File: src/rtl/bus_decode_mux.sv
// Address decoder, chip-select, wait-state generator and read-data mux for the
// 65C02 system bus. Lower-indexed regions win on overlap.
module bus_decode_mux #(
  parameter int                             NUM_SLAVES   = 4,
  parameter int                             ADDR_W       = 16,
  parameter int                             DATA_W       = 8,
  parameter logic [ADDR_W*NUM_SLAVES-1:0]   REGION_BASE  = {16'h8010, 16'hC000, 16'h8000, 16'h0000},
  parameter logic [ADDR_W*NUM_SLAVES-1:0]   REGION_LIMIT = {16'hBFFF, 16'hFFFF, 16'h800F, 16'h7FFF},
  parameter logic [4*NUM_SLAVES-1:0]        REGION_WAIT  = {4'd1, 4'd0, 4'd2, 4'd0},
  parameter logic [DATA_W-1:0]              DEFAULT_DATA = 8'hEA
) (
  input  logic                         clk,
  input  logic                         reset,
  input  logic [ADDR_W-1:0]            cpu_ab,
  input  logic                         cpu_we,
  input  logic [DATA_W-1:0]            cpu_do,
  output logic [DATA_W-1:0]            cpu_di,
  output logic                         cpu_rdy,
  output logic [NUM_SLAVES-1:0]        slv_en,
  output logic                         slv_we,
  output logic [DATA_W-1:0]            slv_wdata,
  input  logic [DATA_W*NUM_SLAVES-1:0] slv_rdata,
  output logic [ADDR_W-1:0]            ext_ab,
  output logic                         unmapped,
  output logic [7:0]                   unmapped_cnt
);

  localparam int SEL_W = (NUM_SLAVES > 1) ? $clog2(NUM_SLAVES) : 1;

  typedef enum logic {ST_IDLE, ST_WAIT} state_t;

  typedef struct packed {
    logic             vld;
    logic [SEL_W-1:0] idx;
  } rsel_t;

  generate
    if (NUM_SLAVES < 1 || NUM_SLAVES > 8) begin : g_bad_num_slaves
      $error("bus_decode_mux: NUM_SLAVES must be in 1..8");
    end
    for (genvar g = 0; g < NUM_SLAVES; g++) begin : g_region_chk
      if (REGION_BASE[g*ADDR_W +: ADDR_W] > REGION_LIMIT[g*ADDR_W +: ADDR_W]) begin : g_bad_region
        $error("bus_decode_mux: region base above its limit");
      end
    end
  endgenerate

  logic             hit_any;
  logic [SEL_W-1:0] sel;
  logic [3:0]       wait_sel;
  state_t           state, state_n;
  logic [3:0]       cnt, cnt_n;
  rsel_t            rsel;

  // Scanning from the top index down leaves the lowest hitting region in sel.
  // NOTE: every always_comb output gets a default first so no path infers a latch.
  always_comb begin
    hit_any = 1'b0;
    sel     = '0;
    for (int i = NUM_SLAVES - 1; i >= 0; i--) begin
      if (cpu_ab >= REGION_BASE[i*ADDR_W +: ADDR_W] &&
          cpu_ab <= REGION_LIMIT[i*ADDR_W +: ADDR_W]) begin
        hit_any = 1'b1;
        sel     = i[SEL_W-1:0];
      end
    end
  end

  assign wait_sel  = hit_any ? REGION_WAIT[sel*4 +: 4] : 4'd0;
  assign slv_en    = hit_any ? (NUM_SLAVES'(1) << sel) : '0;
  assign slv_wdata = cpu_do;
  assign slv_we    = cpu_we && cpu_rdy && hit_any;

  // NOTE: sequential state uses non-blocking assignments so every register
  // samples pre-edge values regardless of process ordering.
  always_ff @(posedge clk) begin
    if (reset) begin
      state <= ST_IDLE;
      cnt   <= 4'd0;
    end else begin
      state <= state_n;
      cnt   <= cnt_n;
    end
  end

  always_comb begin
    state_n = state;
    cnt_n   = cnt;
    case (state)
      ST_IDLE: begin
        if (wait_sel != 4'd0) begin
          state_n = ST_WAIT;
          cnt_n   = wait_sel - 4'd1;
        end
      end
      ST_WAIT: begin
        if (cnt == 4'd0) state_n = ST_IDLE;
        else             cnt_n   = cnt - 4'd1;
      end
      default: state_n = ST_IDLE;
    endcase
  end

  always_comb begin
    cpu_rdy = 1'b1;
    case (state)
      ST_IDLE: cpu_rdy = (wait_sel == 4'd0);
      ST_WAIT: cpu_rdy = (cnt == 4'd0);
      default: cpu_rdy = 1'b1;
    endcase
  end

  // Slaves answer one cycle after the completing edge, so the mux select is
  // captured on that same edge and held through any following stall.
  always_ff @(posedge clk) begin
    if (reset) begin
      rsel         <= '0;
      ext_ab       <= '0;
      unmapped     <= 1'b0;
      unmapped_cnt <= 8'd0;
    end else begin
      unmapped <= cpu_rdy && !hit_any;
      if (cpu_rdy) begin
        rsel.vld <= hit_any && !cpu_we;
        rsel.idx <= sel;
        ext_ab   <= cpu_ab;
        if (!hit_any && unmapped_cnt != 8'hFF) unmapped_cnt <= unmapped_cnt + 8'd1;
      end
    end
  end

  assign cpu_di = rsel.vld ? slv_rdata[rsel.idx*DATA_W +: DATA_W] : DEFAULT_DATA;

endmodule

File: config.mk
export PLATFORM = sky130hd
export DESIGN_NAME = bus_decode_mux
export DESIGN_NICKNAME = d
export VERILOG_FILES = /design/src/rtl/bus_decode_mux.sv
export SDC_FILE = /design/constraint.sdc
export NUM_CORES = 1
export LEC_CHECK = 0
export CAP_MARGIN = 20
export CORE_MARGIN = 8
export CORE_UTILIZATION = 32
export CTS_CLUSTER_DIAMETER = 100
export CTS_CLUSTER_SIZE = 24
export DETAILED_ROUTE_END_ITERATION = 10
export HOLD_SLACK_MARGIN = 0.02
export PLACE_DENSITY = 0.78
export SLEW_MARGIN = 20
export SYNTH_ARGS = -nofsm -noshare
export SYNTH_HDL_FRONTEND = slang
export SYNTH_SLANG_ARGS = --single-unit
File: constraint.sdc
create_clock -name clk -period 1.9 [get_ports clk]
set_input_delay 0.57 -clock clk [delete_from_list [all_inputs] [get_ports clk]]
set_output_delay 0.57 -clock clk [all_outputs]
set_load 0.05 [all_outputs]
==> metrics.csv <==
metric,value,unit
status,"complete, but fails checks",
failing checks,setup timing,
largest net degree at the start of global routing,14,
MaxCap Viol Count,0,
final clock skew,6.28,ps
maximum VDD drop,0.449,mV
Worst Setup Start Kind,input pin,
# clock sinks,33,
Layout Cells excl Fill,310,
syn_nets,209,
Mapped Area,0.00155,mm2
via/cell ratio,4.80,
max frequency,0.463,GHz
RSZ-0062 raised after global routing,true,
"Reg clk slew, reported paths",60,ps
vias,1488,
vias in the first global route,1561,
sequential area share after synthesis,0.425,
Layout area overhead,85.4,%
largest cells by area after synthesis,"dfxtp_1, mux2i_1, mux4_2, nor2_1, buf_4",
CTS Buf Count,5,
htree depth,2,
Post-Synth Adder-Cell Area,0.00805,
# setup viols final,12,
Required @ worst endpoint,1330,ps
initial antenna violation count,0,
total chip power,0.00196,W
Simple-Gate Fraction of Synth Area,0.180,
pwr dens,679,mW/mm2
Top-Level Pins,106,
Yosys reg bits,33,
core area,0.00469,mm2
Residual DRC,0,
CP Class,in2out,
slowest stage cell on the critical path,mux4_2,
pre-CTS WS,-611,ps
mux cell area share after synthesis,0.238,
number of synthesis warnings,0,
crit path time final,2160,ps
Tcrit/Tclk final,1.14,
Post-Synth XOR/XNOR Area,0,
largest family of logic cells by synthesized area,multiplexers,
Critical path buffers and inverters,2,
fin. max-slew vios,0,
global-route wire length before repair,7870,um
Placer Congestion,0.824,
final setup margin,-260,ps
Nets,317,
most frequent cells in the layout,"buf_4, dlygate4sd2_1, dfxtp_1",
CP Max Fanout,1,
Worst path max stage delay,470,ps
ant diodes,0,
Netlist cell types,28,
layout cells sized above 1,0.477,
wire length per cell,16.6,um
gr ovfl total,0,
Syn Area/Cell,10.4,um2
top cell type's share of synthesized area,0.425,
initial core utilization,0.331,
Lkg Pwr,1.36,nW
clk buf depth,2,
CP arrival,1590,ps
Die Wd,85.7,um
Initial DRT Pass Iterations,3,
Worst-Skew Late Latency,280,ps
"CP delay by family, top",multiplexers,
CTS tree,built,
Total Wirelength,5150,um
critical-path cell list,"dlygate4sd2_1, mux4_2, and2_4, buf_8",
Global Route Usage Sum,0.136,
# rows,25,
Worst Hold Class,reg2reg,
Util after Layout,0.614,
Syn Inst Count,149,
dpl cells,296,
post-route ant nets,0,
TNS Setup,-2210,ps
Root Driver,clkbuf_8,
die area,0.00734,mm2
fillers,400,
initial DRC count,33,
port bufs,89,
Hold Fails Final Rpt,0,
compound-cell area share of the yosys netlist,0.0612,
hpwl dp,3920,um
Synth area leader,dfxtp_1,
Critical Path Sink Type,output pin,
Die Ht,85.7,um
"commonest non-fill, non-tap cell in the layout",buf_4,
[timing repair]
action,CTS,global route
hold buffers,0,0
setup endpoints to repair,16,14
resized for setup,110,17
pin swaps,11,7
gates cloned,0,0
buffers inserted,6,4
[sequential cells by signal, summed over array words and instances (netlist names)]
name,cells
rsel,3
ext_ab,16
unmapped_cnt,8
cnt,4
state,1
unmapped,1
[power by group]
part / internal (W) / total, W / switching (W) / leakage [nW]
logic: 0.000335 / 0.000699 / 0.000364 / 1.05
clock network: 0.000241 / 0.000480 / 0.000239 / 0.0399
registers: 0.000736 / 0.000778 / 0.0000421 / 0.273
total: 0.00131 / 0.00196 / 0.000645 / 1.36
[logic make-up (layout without fill, tap and decap cells)]
logic type      Yosys count  count (layout)
flops                    33              33
simple gates             54              54
mux                      27              27
other cells               1               1
compound gates           12              12
buf+inv                  21             128
fa+ha+maj                 1               1
[worst paths after layout]
path / startpoint / to / cells past startpoint / slack, ps
max reg2reg: state / cnt[1] / 7 / 390
min reg2reg: unmapped_cnt[6] / unmapped_cnt[6] / 1 / 470
max: slv_rdata[28] / cpu_di[4] / 4 / -260
min: unmapped_cnt[6] / unmapped_cnt[6] / 1 / 470
[layout make-up]
type | count | area [um2] | area share
clock buffers | 5 | 68.8 | 0.0239
clock inverters | 1 | 5.00 | 0.00174
inverters | 5 | 18.8 | 0.00651
multi-input cells | 95 | 940 | 0.326
flip-flops and latches | 33 | 668 | 0.232
well taps | 54 | 67.6 | 0.0234
repair buffers | 117 | 1110 | 0.386
[stage by stage]
| step | cell area (um2) | hold WS, ps |
|---|---|---|
| floorplan | 1680 | 436 |
| detailed placement | 2650 | 458 |
| CTS | 2800 | 470 |
| global placement | 2650 | 455 |
| global route | 2880 | 478 |
| finish | 2880 | 467 |
[worst reg2reg max path, stage by stage (launching register included)]
cell	delay (ps)
dfxtp_4	370
nor2_1	240
nand2b_4	70
a21boi_4	140
ha_4	270
a21oi_2	30
a32oi_1	190
nor2_1	80
[synthesized netlist by cell type, drive strengths merged]
cell / number
a21boi: 1
nand2: 2
nand2b: 7
a21oi: 4
a2111oi: 1
mux4: 8
and2: 4
a41oi: 1
ha: 1
nand3: 2
a32oi: 1
nor2b: 9
nor4: 2
nor4bb: 1
a31oi: 1
mux2i: 19
a22o: 1
o41ai: 1
nor2: 25
conb: 1
buf: 12
inv: 5
a221oi: 1
nor3: 2
clkbuf: 4
dfxtp: 33
[routing by layer]
| metal | global-route usage | wire [um] | vias to the layer above |
|---|---|---|---|
| met5 | 0 | 0 | - |
| met2 | 0.250 | 2620 | 69 |
| li1 | - | - | 719 |
| met1 | 0.132 | 1940 | 686 |
| met4 | 0.0478 | 92 | 0 |
| met3 | 0.0602 | 506 | 14 |
Power figures use the tool's default switching activity.
